[src/rtl/program_loader.sv]
// Length-prefixed little-endian byte stream to 32-bit program-memory word writes.
// Optional trailing XOR checksum byte when PROGRAM_LOADER_CHECKSUM_EN is defined.
module program_loader #(
    parameter int          MEMORY_DEPTH = 32,
    parameter int          DATA_WIDTH   = 32,
    parameter logic [31:0] BASE_ADDRESS = 32'h0040_0000
) (
    input  logic                  clk,
    input  logic                  reset,
    input  logic                  start,
    input  logic [7:0]            ByteIn,
    input  logic                  ByteValid,
    output logic                  ByteReady,
    output logic                  WriteEnable,
    output logic [31:0]           WriteAddress,
    output logic [DATA_WIDTH-1:0] WriteData,
    output logic                  Busy,
    output logic                  Done,
    output logic                  Error
);
    localparam int IW        = $clog2(MEMORY_DEPTH) + 1;
    localparam int NUM_LANES = DATA_WIDTH / 8;

    typedef enum logic [3:0] {
        IDLE,
        LEN_LO,
        LEN_HI,
        CHECK,
        DATA,
        WRITE,
`ifdef PROGRAM_LOADER_CHECKSUM_EN
        CSUM,
`endif
        DONE,
        ERROR
    } state_t;

    state_t                         state, state_n;
    logic [15:0]                    len;
    logic [IW-1:0]                  idx;
    logic [1:0]                     bcnt;
    logic [NUM_LANES-1:0][7:0]      word;
    logic                           xfer;
    logic                           last;
`ifdef PROGRAM_LOADER_CHECKSUM_EN
    logic [7:0]                     csum;
`endif

    assign xfer = ByteValid & ByteReady;
    assign last = ({{(16-IW){1'b0}}, idx} == len - 16'd1);

    always_comb begin
        state_n   = state;
        ByteReady = 1'b0;
        case (state)
            IDLE, DONE, ERROR: if (start) state_n = LEN_LO;
            LEN_LO: begin
                ByteReady = 1'b1;
                if (ByteValid) state_n = LEN_HI;
            end
            LEN_HI: begin
                ByteReady = 1'b1;
                if (ByteValid) state_n = CHECK;
            end
            CHECK: begin
                if (len == 16'd0)                  state_n = DONE;
                else if (int'(len) > MEMORY_DEPTH) state_n = ERROR;
                else                               state_n = DATA;
            end
            DATA: begin
                ByteReady = 1'b1;
                if (ByteValid && bcnt == 2'd3) state_n = WRITE;
            end
            WRITE: begin
`ifdef PROGRAM_LOADER_CHECKSUM_EN
                state_n = last ? CSUM : DATA;
`else
                state_n = last ? DONE : DATA;
`endif
            end
`ifdef PROGRAM_LOADER_CHECKSUM_EN
            CSUM: begin
                ByteReady = 1'b1;
                if (ByteValid) state_n = (ByteIn == csum) ? DONE : ERROR;
            end
`endif
            default: state_n = IDLE;
        endcase
    end

    assign Busy  = !(state == IDLE || state == DONE || state == ERROR);
    assign Done  = (state == DONE);
    assign Error = (state == ERROR);

    always_ff @(posedge clk or negedge reset) begin
        if (!reset) begin
            state        <= IDLE;
            len          <= '0;
            idx          <= '0;
            bcnt         <= '0;
            word         <= '0;
            WriteEnable  <= 1'b0;
            WriteAddress <= '0;
            WriteData    <= '0;
`ifdef PROGRAM_LOADER_CHECKSUM_EN
            csum         <= '0;
`endif
        end else begin
            state       <= state_n;
            // Strobe is registered off the WRITE state, so it lands the cycle after.
            WriteEnable <= (state == WRITE);
            case (state)
                LEN_LO: if (xfer) len[7:0]  <= ByteIn;
                LEN_HI: if (xfer) len[15:8] <= ByteIn;
                CHECK: begin
                    idx  <= '0;
                    bcnt <= '0;
                end
                DATA: if (xfer) begin
                    word[bcnt] <= ByteIn;
                    bcnt       <= bcnt + 2'd1;
`ifdef PROGRAM_LOADER_CHECKSUM_EN
                    csum       <= csum ^ ByteIn;
`endif
                end
                WRITE: begin
                    WriteAddress <= BASE_ADDRESS + {{(30-IW){1'b0}}, idx, 2'b00};
                    WriteData    <= word;
                    idx          <= idx + 1'b1;
                end
                default: ;
            endcase
`ifdef PROGRAM_LOADER_CHECKSUM_EN
            if (state_n == LEN_LO && state != LEN_LO) csum <= '0;
`endif
        end
    end
endmodule

[config.mk]
export PLATFORM = sky130hd
export DESIGN_NAME = program_loader
export DESIGN_NICKNAME = d
export VERILOG_FILES = /design/src/rtl/program_loader.sv
export SDC_FILE = /design/constraint.sdc
export NUM_CORES = 1
export LEC_CHECK = 0
export CELL_PAD_IN_SITES_DETAIL_PLACEMENT = 2
export CELL_PAD_IN_SITES_GLOBAL_PLACEMENT = 2
export CORE_MARGIN = 10
export CORE_UTILIZATION = 36
export CTS_CLUSTER_DIAMETER = 120
export DETAILED_ROUTE_END_ITERATION = 10
export HOLD_SLACK_MARGIN = 0.05
export PLACE_DENSITY = 0.86
export SETUP_SLACK_MARGIN = 0.4
export SLEW_MARGIN = 10
export SYNTH_ARGS = -nofsm -noshare
export SYNTH_HDL_FRONTEND = slang
export SYNTH_SLANG_ARGS = --single-unit
export TNS_END_PERCENT = 5
[constraint.sdc]
create_clock -name clk -period 5.6 [get_ports clk]
set_input_delay 1.12 -clock clk [delete_from_list [all_inputs] [get_ports clk]]
set_output_delay 1.12 -clock clk [all_outputs]
set_load 0.05 [all_outputs]
== Word-level counts from Yosys, hierarchy flattened ==
Cells that the tools add are included.

* Order comparisons: 3
* Bitwise logic cells: 1
* Add/sub/neg operators: 4
* Reduce and logical (&&, ||, !) cells: 16
* Eq/ne operators: 14
* Multiplexer cells: 15

{| class="wikitable"
|+ Operators with widths
! cell !! count
|-
| $bwmux 32 || 1
|-
| $add 23x8->24 const A || 1
|-
| $pmux 4 s6 || 1
|-
| $demux 8 s2 || 1
|-
| $eq 4x3->1 const B || 4
|-
| $eq 6x16->1 || 1
|-
| $gt 16x6->1 const B || 1
|-
| $logic_not 16->1 || 1
|-
| $mux 4 || 4
|-
| $sub 16x1->16 const B || 1
|-
| $pmux 6 s2 || 1
|-
| $ne 2x2->1 const B || 5
|-
| $eq 4x2->1 const B || 2
|-
| $mux 2 || 4
|-
| $mux 8 || 1
|-
| $reduce_and 2->1 || 4
|-
| $add 6x1->6 const B || 1
|-
| $reduce_or 3->1 || 2
|-
| $eq 4x1->1 const B || 1
|-
| $logic_not 4->1 || 1
|-
| $pmux 2 s2 || 1
|-
| $reduce_and 4->1 || 1
|-
| $reduce_bool 2->1 || 2
|-
| $lt 2x3->1 const B || 1
|-
| 8 further kinds || 10
|}

* Word-level logic and storage cells: 65
* Output and inout bits: 69
* Register bits after elaboration: 125

== Logic depth before layout (Yosys ltp) ==
* Depth after elaboration: 6
* Mapped depth: 8

== Worst setup path before layout ==
No wires, ideal clock.

* Path type: register -> output
* Start: register state[1]
* End: output Busy
* Slack: 2.511 ns
* Arrival time: 1.969 ns
* Cell stages (with the launch flop): 4
* Required time: 4.480 ns
* Cell sequence: dfrtp_1 -> clkbuf_1 -> nor2_1 -> a21boi_0

* Longest elaborated chain between the ends: 4

{| class="wikitable"
|+ RTL lines
! item !! line !! source
|-
| start: declaration || 38 || <nowiki>state_t state, state_n;</nowiki>
|-
| start signal: assignment || 109 || <nowiki>state <= state_n;</nowiki>
|-
| $eq 4x3->1 or $logic_not 4->1 (tied branches) || 91 || <nowiki>assign Busy = !(state == IDLE || state == DONE || state == ERROR);</nowiki>
|-
| $logic_or 1x1->1 || 91 ||
|-
| $logic_or 1x1->1 (*) || 91 ||
|-
| $logic_not 1->1 (*) || 91 ||
|-
| end: declaration || 17 || <nowiki>output logic Busy,</nowiki>
|}

Mark *: on every way between the ends. The rest lies on a longest branch, timed or not.

== Worst setup path after layout ==
* Start: register state[1]
* End: output ByteReady

* Longest elaborated chain between the ends: 3

{| class="wikitable"
|+ RTL lines
! item !! line !! source
|-
| $eq 4x3->1, or another cell as far along || 55 || <nowiki>case (state)</nowiki>
|-
| $reduce_or 3->1 (no source line) (*) || -- ||
|-
| $mux 1 (*) || 55 ||
|-
| end: declaration || 13 || <nowiki>output logic ByteReady,</nowiki>
|}

Marked as above.

==> impl_results.html <==
<table>
<tr><th>Metric</th><th>Value</th></tr>
<tr><th colspan="2">Logic synthesis</th></tr>
<tr><td>Count of flip-flops with a built-in enable after synthesis</td><td>0</td></tr>
<tr><td>Mapped Cells</td><td>419</td></tr>
<tr><td>Number of warning messages in the yosys log</td><td>0</td></tr>
<tr><td>Share of synthesized area occupied by flip-flops and latches</td><td>0.557</td></tr>
<tr><td>Post-synthesis average cell area</td><td>10.6 um2</td></tr>
<tr><td>Number of distinct library cell variants in the gate-level netlist after synthesis</td><td>39</td></tr>
<tr><td>Flip-flop and latch count after synthesis</td><td>99</td></tr>
<tr><td>Share of async-settable or async-resettable flops after synthesis</td><td>1.00</td></tr>
<tr><td>Most common flop cell mapped by yosys</td><td>dfrtp_1</td></tr>
<tr><td>Synthesized cell area</td><td>4450 um2</td></tr>
<tr><th colspan="2">Critical path</th></tr>
<tr><td>Origin of the critical flop-to-flop path</td><td>state[1]</td></tr>
<tr><td>Arrival time at the worst endpoint</td><td>2.32 ns</td></tr>
<tr><td>Startpoint class of the critical path</td><td>register</td></tr>
<tr><td>Destination of the worst register-to-register timing path</td><td>state[1]</td></tr>
<tr><td>Critical path start-end classification</td><td>reg -&gt; out</td></tr>
<tr><td>Flop2flop setup slack</td><td>3.21 ns</td></tr>
<tr><td>Data required time of the worst path</td><td>4.48 ns</td></tr>
<tr><td>Reg2reg path depth</td><td>5</td></tr>
<tr><td>Largest driver fanout on the critical path</td><td>16</td></tr>
<tr><td>Crit path capture</td><td>ByteReady</td></tr>
<tr><td>First element of the critical path</td><td>state[1]</td></tr>
<tr><td>Endpoint class of the critical path</td><td>primary output</td></tr>
<tr><th colspan="2">Timing</th></tr>
<tr><td>Min setup slack post-route</td><td>2.16 ns</td></tr>
<tr><td>Slew at the pin closest to its max-slew limit</td><td>0.812 ns</td></tr>
<tr><td>Normalized max-slew margin</td><td>0.458</td></tr>
<tr><td>Final setup vio count</td><td>0</td></tr>
<tr><td>Final Skew</td><td>0.00513 ns</td></tr>
<tr><td>Setup repair after global routing missed its margin</td><td>no</td></tr>
<tr><td>Period utilisation layout</td><td>0.614</td></tr>
<tr><td>Final Max Tran Viols</td><td>0</td></tr>
<tr><td>Hold Violations, Final</td><td>0</td></tr>
<tr><td>Max Clock Freq</td><td>291 MHz</td></tr>
<tr><td>Period minus WS final</td><td>3.44 ns</td></tr>
<tr><td>Total negative slack</td><td>0 ns</td></tr>
<tr><th colspan="2">Power</th></tr>
<tr><td>Cell Pwr Density</td><td>581 nW/um2</td></tr>
<tr><td>Seq pwr share</td><td>0.384</td></tr>
<tr><td>Proportion of total power due to net switching</td><td>0.439</td></tr>
<tr><td>P_int</td><td>1740 uW</td></tr>
<tr><td>Proportion of power drawn by combinational gates</td><td>0.426</td></tr>
<tr><td>Clock network fraction of total power</td><td>0.190</td></tr>
<tr><td>Switching pwr</td><td>1360 uW</td></tr>
<tr><td>Leak pwr</td><td>0.00256 uW</td></tr>
<tr><td>Maximum vdd ir drop</td><td>0.211 mV</td></tr>
<tr><th colspan="2">Placement</th></tr>
<tr><td>Dpl hpwl</td><td>8.94 mm</td></tr>
<tr><td>Placement Setup Slack</td><td>2.16 ns</td></tr>
<tr><td>Number of input and output port buffers inserted</td><td>55</td></tr>
<tr><td>DP Area</td><td>5070 um2</td></tr>
<tr><td>Final weighted congestion of routability-driven global placement</td><td>0.785</td></tr>
<tr><th colspan="2">Floorplan</th></tr>
<tr><td>Floorplan core area</td><td>12100 um2</td></tr>
<tr><td>Ports placed on the boundary</td><td>81</td></tr>
<tr><td>Die area</td><td>17200 um2</td></tr>
<tr><td>Cell Rows</td><td>40</td></tr>
<tr><td>Effective utilization at floorplan</td><td>0.369</td></tr>
<tr><td>Die extent in y</td><td>131 um</td></tr>
<tr><td>Die Span X</td><td>131 um</td></tr>
<tr><th colspan="2">Clocking</th></tr>
<tr><td>Setup repair bufs after CTS</td><td>0</td></tr>
<tr><td>Clock-pin transition on the worst setup and hold timing paths</td><td>0.07 ns</td></tr>
<tr><td>Maximum clock path buffer count</td><td>2</td></tr>
<tr><td>Number of buffers inserted during clock tree synthesis</td><td>9</td></tr>
<tr><td>Clock latency reported for the late side of the worst-skew pair</td><td>0.35 ns</td></tr>
<tr><td>Cell chosen for the clock root</td><td>clkbuf_16</td></tr>
<tr><td>Hold bufs inserted after CTS</td><td>0</td></tr>
<tr><td>H-Tree Level Count</td><td>3</td></tr>
<tr><td>TritonCTS clock tree</td><td>yes</td></tr>
<tr><td>Sink count of the clock tree</td><td>99</td></tr>
<tr><td>Resized Gates After CTS</td><td>0</td></tr>
<tr><th colspan="2">Final layout</th></tr>
<tr><td>Final instance area</td><td>5340 um2</td></tr>
<tr><td>Fraction of layout instances using a drive strength above 1</td><td>0.145</td></tr>
<tr><td>P&amp;R area growth vs syn</td><td>20.1%</td></tr>
<tr><td>Number of inserted diodes</td><td>0</td></tr>
<tr><td># nets final</td><td>491</td></tr>
<tr><th colspan="2">Route</th></tr>
<tr><td>Wire per inst</td><td>19.6 um</td></tr>
<tr><td>Remaining DRCs</td><td>0</td></tr>
<tr><td>Count of antenna-violating nets left after detailed routing</td><td>0</td></tr>
<tr><td>Via count normalized by instance count</td><td>4.90</td></tr>
<tr><td>Via count</td><td>3161</td></tr>
<tr><td>Number of optimization iterations in the first detailed-route pass</td><td>4</td></tr>
<tr><td>Starting DRC count in detailed routing</td><td>166</td></tr>
<tr><td>Overall routed net length</td><td>12.6 mm</td></tr>
<tr><th colspan="2">Global routing</th></tr>
<tr><td>Largest net degree at the start of global routing</td><td>60</td></tr>
<tr><td>Wire length of the first global-routing pass</td><td>21.1 mm</td></tr>
<tr><td>Number of antenna violations at the first check in global routing</td><td>0</td></tr>
<tr><td>Residual overflow from global routing</td><td>0</td></tr>
<tr><td>Gr usage total</td><td>0.152</td></tr>
<tr><td>Via count of the first global-routing pass</td><td>3701</td></tr>
<tr><th colspan="2">Min path</th></tr>
<tr><td>Hold/Removal Path Class</td><td>reg -&gt; reg</td></tr>
<tr><th colspan="2">Outcome</th></tr>
<tr><td>Status</td><td>finished, final reports clean</td></tr>
<tr><th colspan="2">Job</th></tr>
<tr><td>Max Cap Viol</td><td>0</td></tr>
</table>
power by group through the flow:
stage	combinational [uW]	clock (uW)	sequential (uW)
2_1_floorplan	690	0	1380
3_3_place_gp	1260	0	1170
3_5_place_dp	1330	0	1200
4_1_cts	1340	600	1190
5_1_grt	1430	629	1230
6_report	1320	590	1190
cell usage after synthesis (2+ instances only):
| library cell | instances | share of area |
|---|---|---|
| a21oi_1 | 5 | 0.0056 |
| xor2_1 | 3 | 0.0059 |
| a211oi_1 | 2 | 0.0034 |
| nor2_1 | 9 | 0.0076 |
| nand3_1 | 7 | 0.0079 |
| xnor2_1 | 10 | 0.020 |
| and3_1 | 4 | 0.0056 |
| nand2_1 | 134 | 0.11 |
| buf_4 | 25 | 0.042 |
| nor4bb_1 | 2 | 0.0045 |
| nand4_1 | 4 | 0.0056 |
| o31ai_1 | 2 | 0.0034 |
| o21ai_0 | 12 | 0.013 |
| clkbuf_1 | 7 | 0.0059 |
| nor4_1 | 2 | 0.0028 |
| mux2_2 | 46 | 0.12 |
| nand3b_1 | 2 | 0.0034 |
| or4b_1 | 2 | 0.0045 |
| inv_1 | 6 | 0.0051 |
| dfrtp_1 | 99 | 0.56 |
| nor3_1 | 6 | 0.0067 |
| buf_2 | 8 | 0.0090 |
| ha_1 | 6 | 0.017 |
critical path, cell delays in order, from the launching register on:
cell and delay (ns):
dfrtp_1 0.57, nor2_1 0.37, mux2_2 0.23, clkdlybuf4s50_1 0.80
layer usage:
layer	track usage	vias up	wire (um)
li1	-	1453	-
met1	0.179	1642	5300
met2	0.267	55	6760
met3	0.0316	11	435
met4	0.0519	0	131
met5	0	-	0
sequential cells by signal, summed over array words and instances, names as in the netlist:
name / count
WriteData: 32
word: 32
WriteAddress: 7
len: 16
idx: 6
WriteEnable: 1
bcnt: 2
state: 3
placed cells by master (no fill, tap or decap), types with 2 or more instances in the layout:
cell,n
xnor2_1,10
dfrtp_1,99
and3_1,4
a21oi_1,5
mux2_2,46
nor4bb_1,2
conb_1,25
a211oi_1,2
nand2_1,134
clkdlybuf4s50_1,54
nand3b_1,2
nand4_1,4
nand3_1,7
nor3_1,6
buf_4,5
o21ai_0,12
xor2_1,3
o31ai_1,2
or4b_1,2
inv_1,6
nor2_1,9
ha_1,6
clkbuf_16,9
nor4_1,2
clkinv_2,2
area by class of cell:
type                    instances  area (um2)
fillers                      1263        6720
flip-flops and latches         99        2480
clock inverters                 4        26.3
well taps                     168         210
inverters                       7        26.3
repair buffers                 59         578
multi-input cells             297        1780
clock buffers                  11         243
through the flow:
stage	power (uW)	util	hold slack, ns	cells
4_1_cts	3130	0.443	0.478	645
6_report	3100	0.443	0.474	645
3_3_place_gp	2430	0.421	0.453	630
2_1_floorplan	2070	-	0.433	443
3_5_place_dp	2530	0.421	0.460	630
5_1_grt	3290	0.443	0.508	645
worst min-delay path by stage:
stage                                start          endpoint  slack, ns  depth (start not counted)
after global routing              word[29]     WriteData[29]       0.51                          2
after floorplan                    word[0]      WriteData[0]       0.43                          2
final                             word[26]     WriteData[26]       0.47                          2
after detailed placement          word[26]     WriteData[26]       0.46                          2
after CTS                         word[26]     WriteData[26]       0.48                          2
after global placement    WriteAddress[22]  WriteAddress[22]       0.45                          1
logic make-up (layout without fill, tap and decap cells):
kind of cell	after synthesis	in the layout	share of synthesized area
compound gates	29	29	0.0447
other cells	1	25	0.000843
fa+ha+maj	6	6	0.0169
buf+inv	47	81	0.0630
simple gates	177	177	0.174
mux	47	47	0.119
flops	99	99	0.557
xor+xnor	13	13	0.0256
(Power assumes the default switching activity.)
